`src/rtl/inst_fetch_unit.sv`:
```
// inst_fetch_unit
// Reader side of the PC register. It samples the current PC, fetches one
// instruction at a time over a req/ack handshake, and queues {pc, inst} pairs
// in a small circular FIFO for the decode stage. pc_ena pulses only when a
// fetch response is actually kept, so the PC register advances in lock-step
// with accepted fetches. A redirect flushes the FIFO and any response that is
// still in flight is dropped.
module inst_fetch_unit #(
    parameter int unsigned DEPTH    = 2,
    parameter logic [31:0] RESET_PC = 32'h0040_0000
) (
    input  logic        clk,
    input  logic        rst,
    input  logic [31:0] pc_in,
    output logic        pc_ena,
    input  logic        redirect,
    output logic        imem_req,
    output logic [31:0] imem_addr,
    input  logic        imem_ack,
    input  logic [31:0] imem_rdata,
    output logic        inst_valid,
    input  logic        inst_ready,
    output logic [31:0] inst_out,
    output logic [31:0] inst_pc
);

    localparam int unsigned PTR_W = (DEPTH > 1) ? $clog2(DEPTH) : 1;
    localparam int unsigned CNT_W = $clog2(DEPTH) + 1;

    localparam logic [1:0] ST_IDLE = 2'd0;
    localparam logic [1:0] ST_REQ  = 2'd1;
    localparam logic [1:0] ST_DROP = 2'd2;

    localparam logic [PTR_W-1:0] PTR_ZERO = {PTR_W{1'b0}};
    localparam logic [PTR_W-1:0] PTR_ONE  = {{(PTR_W-1){1'b0}}, 1'b1};
    localparam logic [CNT_W-1:0] CNT_ZERO = {CNT_W{1'b0}};
    localparam logic [CNT_W-1:0] CNT_ONE  = {{(CNT_W-1){1'b0}}, 1'b1};
    localparam logic [CNT_W-1:0] CNT_FULL = CNT_W'(DEPTH);

    // Fetch control state
    logic [1:0]       state_q, state_d;
    logic [31:0]      addr_q, addr_d;
    logic             req_q, req_d;
    logic             accept_s;
    logic             push_s;
    logic             pop_s;

    // FIFO state
    logic [31:0]      mem_inst_q [DEPTH];
    logic [31:0]      mem_pc_q   [DEPTH];
    logic [PTR_W-1:0] wr_ptr_q, wr_ptr_d;
    logic [PTR_W-1:0] rd_ptr_q, rd_ptr_d;
    logic [CNT_W-1:0] count_q, count_d;
    logic [CNT_W-1:0] remain_s;
    logic [31:0]      out_inst_q, out_inst_d;
    logic [31:0]      out_pc_q, out_pc_d;

    // Fetch FSM: issue from IDLE only, keep or drop the response in REQ/DROP
    always_comb begin
        state_d  = state_q;
        addr_d   = addr_q;
        accept_s = 1'b0;
        case (state_q)
            ST_IDLE: begin
                // Issue only when there is room and no flush is in progress;
                // the address is word aligned.
                if ((count_q < CNT_FULL) && !redirect) begin
                    addr_d  = pc_in & 32'hFFFF_FFFC;
                    state_d = ST_REQ;
                end else begin
                    state_d = ST_IDLE;
                end
            end
            ST_REQ: begin
                if (imem_ack) begin
                    // A redirect in the ack cycle kills the response.
                    accept_s = !redirect;
                    state_d  = ST_IDLE;
                end else if (redirect) begin
                    state_d = ST_DROP;
                end else begin
                    state_d = ST_REQ;
                end
            end
            ST_DROP: begin
                // Wait out the stale response; further redirects change nothing here.
                if (imem_ack) begin
                    state_d = ST_IDLE;
                end else begin
                    state_d = ST_DROP;
                end
            end
            default: begin
                state_d = ST_IDLE;
            end
        endcase
    end

    // Request line is a registered copy of "in REQ or DROP next cycle"
    always_comb begin
        if ((state_d == ST_REQ) || (state_d == ST_DROP)) begin
            req_d = 1'b1;
        end else begin
            req_d = 1'b0;
        end
    end

    // Kept responses advance the PC and enter the FIFO; nothing during reset
    always_comb begin
        if (accept_s && !rst) begin
            push_s = 1'b1;
        end else begin
            push_s = 1'b0;
        end
        if (inst_ready && (count_q != CNT_ZERO)) begin
            pop_s = 1'b1;
        end else begin
            pop_s = 1'b0;
        end
    end

    // FIFO pointers, occupancy and the next registered head value
    always_comb begin
        wr_ptr_d   = wr_ptr_q;
        rd_ptr_d   = rd_ptr_q;
        count_d    = count_q;
        remain_s   = count_q;
        out_inst_d = out_inst_q;
        out_pc_d   = out_pc_q;
        if (redirect) begin
            // Flush wins over any push or pop in the same cycle; head output holds.
            wr_ptr_d = PTR_ZERO;
            rd_ptr_d = PTR_ZERO;
            count_d  = CNT_ZERO;
        end else begin
            if (push_s) begin
                wr_ptr_d = wr_ptr_q + PTR_ONE;
            end else begin
                wr_ptr_d = wr_ptr_q;
            end
            if (pop_s) begin
                rd_ptr_d = rd_ptr_q + PTR_ONE;
                remain_s = count_q - CNT_ONE;
            end else begin
                rd_ptr_d = rd_ptr_q;
                remain_s = count_q;
            end
            case ({push_s, pop_s})
                2'b10:   count_d = count_q + CNT_ONE;
                2'b01:   count_d = count_q - CNT_ONE;
                default: count_d = count_q;
            endcase
            // The head after this cycle is either an older stored entry or,
            // if the FIFO would otherwise be empty, the word being pushed now.
            if (remain_s != CNT_ZERO) begin
                out_inst_d = mem_inst_q[rd_ptr_d];
                out_pc_d   = mem_pc_q[rd_ptr_d];
            end else if (push_s) begin
                out_inst_d = imem_rdata;
                out_pc_d   = addr_q;
            end else begin
                out_inst_d = out_inst_q;
                out_pc_d   = out_pc_q;
            end
        end
    end

    // Control and output registers with synchronous reset
    always_ff @(posedge clk) begin
        if (rst) begin
            state_q    <= ST_IDLE;
            addr_q     <= RESET_PC;
            req_q      <= 1'b0;
            wr_ptr_q   <= PTR_ZERO;
            rd_ptr_q   <= PTR_ZERO;
            count_q    <= CNT_ZERO;
            out_inst_q <= 32'h0000_0000;
            out_pc_q   <= RESET_PC;
        end else begin
            state_q    <= state_d;
            addr_q     <= addr_d;
            req_q      <= req_d;
            wr_ptr_q   <= wr_ptr_d;
            rd_ptr_q   <= rd_ptr_d;
            count_q    <= count_d;
            out_inst_q <= out_inst_d;
            out_pc_q   <= out_pc_d;
        end
    end

    // FIFO storage: plain datapath, contents are qualified by count
    always_ff @(posedge clk) begin
        if (push_s) begin
            mem_inst_q[wr_ptr_q] <= imem_rdata;
            mem_pc_q[wr_ptr_q]   <= addr_q;
        end
    end

    assign pc_ena     = push_s;
    assign imem_req   = req_q;
    assign imem_addr  = addr_q;
    assign inst_valid = (count_q != CNT_ZERO);
    assign inst_out   = out_inst_q;
    assign inst_pc    = out_pc_q;

endmodule
```
`config.mk`:
```
export PLATFORM = sky130hd
export DESIGN_NAME = inst_fetch_unit
export DESIGN_NICKNAME = d
export VERILOG_FILES = /design/src/rtl/inst_fetch_unit.sv
export SDC_FILE = /design/constraint.sdc
export NUM_CORES = 1
export LEC_CHECK = 0
export BUFFER_PORTS_ARGS = -buffer_cell sky130_fd_sc_hd__buf_4
export CORE_MARGIN = 1
export CORE_UTILIZATION = 55
export DETAILED_ROUTE_END_ITERATION = 8
export MAX_ROUTING_LAYER = met4
export PLACE_DENSITY = 0.9
export SETUP_SLACK_MARGIN = 0.2
export SLEW_MARGIN = 0
export SYNTH_ARGS = -nofsm -noshare
export SYNTH_HDL_FRONTEND = slang
export SYNTH_SLANG_ARGS = --single-unit
```
`constraint.sdc`:
```
create_clock -name clk -period 5.9 [get_ports clk]
set_input_delay 0.885 -clock clk [delete_from_list [all_inputs] [get_ports clk]]
set_output_delay 0.885 -clock clk [all_outputs]
set_load 0.01 [all_outputs]
```
==> results.md <==
- Static power due to leakage: 4.568 nW
- Number of global-route vias before repair: a little over 6000
- Via count: 6078
- Unique cell type count in the Yosys netlist: 36
- Largest net degree at the start of global routing: 96
- Total inserted antenna cells: 0
- Number of warnings issued by yosys: 0
- Worst slew margin relative to its limit: 0.2117
- Global routing usage summed across all routing layers: 0.2548
- Number of synthesized flops with an enable pin: about 120
- Initial antenna violation count: 0
- Commonest cells post-synth: 124 x sky130_fd_sc_hd__edfxtp_1, 99 x sky130_fd_sc_hd__dfxtp_1, 62 x sky130_fd_sc_hd__mux2i_1, 62 x sky130_fd_sc_hd__nand4b_1, 61 x sky130_fd_sc_hd__nand3_1
- Achievable frequency: 0.2875 GHz
- Adder-Cell Fraction of Synth Area: 0.002801
- Maximum count of clock buffers along a single path: 3
- Worst EP arrival: approximately 2.6 ns
- Largest family of logic cells by synthesized area: simple AND/OR/NAND/NOR gates
- Ratio of cells with drive above 1 in the final layout: 0.3362
- Core Util, Final: 0.6867
- Max-slew violation count: 0
- Total number of placement rows: 46
- Max rail drop VDD: about 0.00027 V
- Floorplan die area: between 0.015 and 0.02 sq mm
- Fill cell instance count of the final layout: about 1100
- Number of nets with antenna violations after routing: 0
- Ports: about 170
- Final design area excluding fillers: roughly 0.011 sq mm
- Synthesized flop and latch total: 223
- Slew at the pin closest to its max-slew limit: approximately 1.2 ns
- Cts-stage hold buffer count: 0
- Hold violation total from the final report: 0
- Max-capacitance violation count: 0
- Clock transition at the registers of the reported paths: ~0.050 ns
- GRT Residual Overflow: 0
- Total half-perimeter wirelength after legalization and detailed placement: between 10000 and 15000 um
- Count of input and output buffers: roughly 160
- Placed cell count: 989
- Unrepaired setup endpoints after global routing: no
- Core outline area: between 0.015 and 0.02 sq mm
- Length in cells of the worst reg-to-reg path: 7
- Most repeated cell in the gate-level netlist after synthesis: sky130_fd_sc_hd__edfxtp_1
- Drt first pass iters: 5
- DRC violations left: 0
- Power density over the cells: 297.7 mW/mm^2
- Combined flip-flop and latch cell area: between 0.005 and 0.006 sq mm
- Final cycle utilization of the critical path: 0.5896
- Post-synthesis cell area: slightly below 0.009 sq mm
- Critical path startpoint category: input port
- Number of sinks on the clock net: about 220
- Number of standard cells in the layout, taps in and fillers out: 1031
- # nets final: roughly 870
- CP required: 5.02 ns
- Synth-to-Final Area Change: 22.10%
- Avg Vias per Cell: roughly 5.9
- Count of final setup violators: 0
- Category of the critical setup timing path: in -> out
- Starting density of the core: 0.5624
- Overall die width: about 130 um
- Complex-gate fraction of the synthesized area: 0.1111
- Time the worst path needs with I/O delays and setup: approximately 3.5 ns
- Fraction of the yosys area taken by sequential cells: 0.6387
- Critical path capture point type: output pin
- Number of DRC violations after detailed-routing iteration 0: 458
- Multiplexer share of the synthesized area: 0.06947
- Result of the run: finished clean
- Worst setup slack after layout: ~2.4 ns
- Share of the synthesized netlist area taken by xor and xnor gates: 0.006022
- Clock latency on the worst-skew pair: 0.50 ns
- Library cell with the largest summed area after synthesis: sky130_fd_sc_hd__edfxtp_1
- Total area of multi-input combinational cells: a little under 0.003 sq mm
- Final routed wirelength across all metal layers: 20470 um
- Average wire per cell in the routed design: between 15 and 20 um
- Wire length of the first global-routing pass: ~32000 um
- Root Driver: sky130_fd_sc_hd__clkbuf_16
- Most area-consuming cells after synthesis: sky130_fd_sc_hd__edfxtp_1 42%, sky130_fd_sc_hd__dfxtp_1 22%, sky130_fd_sc_hd__o211ai_2 8.4%
- Weighted congestion reported at the end of routability-driven placement: around 0.74
- Worst Path Max Fanout: 95
- Placed Instance Area: about 0.01 sq mm
- Clock skew: 0.02312 ns
- Ys flop type: sky130_fd_sc_hd__edfxtp_1
- Hold slack final: between 0.5 and 0.6 ns
- Top-area cell type share of the netlist area: 0.4168
- Post-Synth Simple-Gate Area: 0.1336
- Post-synthesis async set-or-reset flop share: 0
- H-tree levels: 1
- Clock tree from TritonCTS: done
- Worst min-delay path class: reg -> reg
- Post-route total power: ~3.2 mW
- Num CTS Buffers: 23
- Die Ht: ~130 um
- Mean post-synth cell area: about 14 sq um
- Hold-critical path depth: 2
- Fin Setup TNS: 0 ns
- Cells after synthesis: 659
- Dpl ws: roughly 2.3 ns
- Buffers inserted by post-CTS timing repair: 0
- Post-cts resize count: 0
## registers in the layout, indices dropped and copies added (netlist names)
signal	count
inst_pc	30
mem_inst_q	64
imem_addr	30
count_q	2
state_q	2
imem_req	1
inst_out	32
rd_ptr_q	1
wr_ptr_q	1
mem_pc_q	60
## routing by layer
metal  wire, um  vias up  GRT usage  part of all wire
met5          0        -          -                 0
met4        340        0    0.07182             0.017
met3       1653       29    0.04789             0.081
met2      10280      260     0.4285              0.50
met1       8192     3009     0.3150              0.40
li1           -     2780          -                 -
## kinds of logic (layout without fill, tap and decap cells)
group,Yosys count,count (layout)
DFF,223,223
and+or+nand+nor,204,204
AOI/OAI and AO/OA,97,97
buffers and inverters,66,219
muxes,62,62
xor gates and xnor gates,4,4
adders and majority gates,2,2
other,1,4
## cell usage in the layout, fill, tap and decap left out, drive strengths merged, types with 2 or more instances in the layout
cell type,synthesis,final
edfxtp,124,124
conb,1,4
mux2i,62,62
a21oi,29,29
ha,2,2
nand3b,2,2
nor2,7,7
nor2b,2,2
xor2,2,2
clkinvlp,0,3
o211ai,62,62
buf,21,172
nand2,61,61
or2,3,3
dfxtp,99,99
nand4b,62,62
clkbuf,40,35
clkinv,0,3
inv,5,6
a211oi,2,2
xnor2,2,2
nand3,61,61
## cell type report
type,count,share of cell area
multi-input combinational,373,0.2675
timing repair buffer,172,0.1184
clock buffer,35,0.06056
clock inverter,7,0.004015
inverter,5,0.001721
tap,216,0.02478
sequential,223,0.5231
## power breakdown
part	leakage [nW]	switching, mW	total [mW]	internal (mW)
sequential	1.94	0.0280	1.70	1.67
combinational	2.30	0.107	0.203	0.0961
clock	0.334	0.571	1.34	0.773
## worst max-delay path, stage by stage
cell and delay [ns]:
sky130_fd_sc_hd__buf_4 0.68, sky130_fd_sc_hd__nor2_1 0.15, sky130_fd_sc_hd__nand2_2 0.58, sky130_fd_sc_hd__inv_2 0.07, sky130_fd_sc_hd__buf_4 0.17
## final timing paths
path                                    start             to  slack, ns
worst max register to register     count_q[0]    inst_pc[19]       2.65
worst min register to register  imem_addr[21]  imem_addr[21]       0.50
worst max-delay path                      rst         pc_ena       2.42
worst min-delay path            imem_addr[21]  imem_addr[21]       0.50
Power figures use the tool's default switching activity.
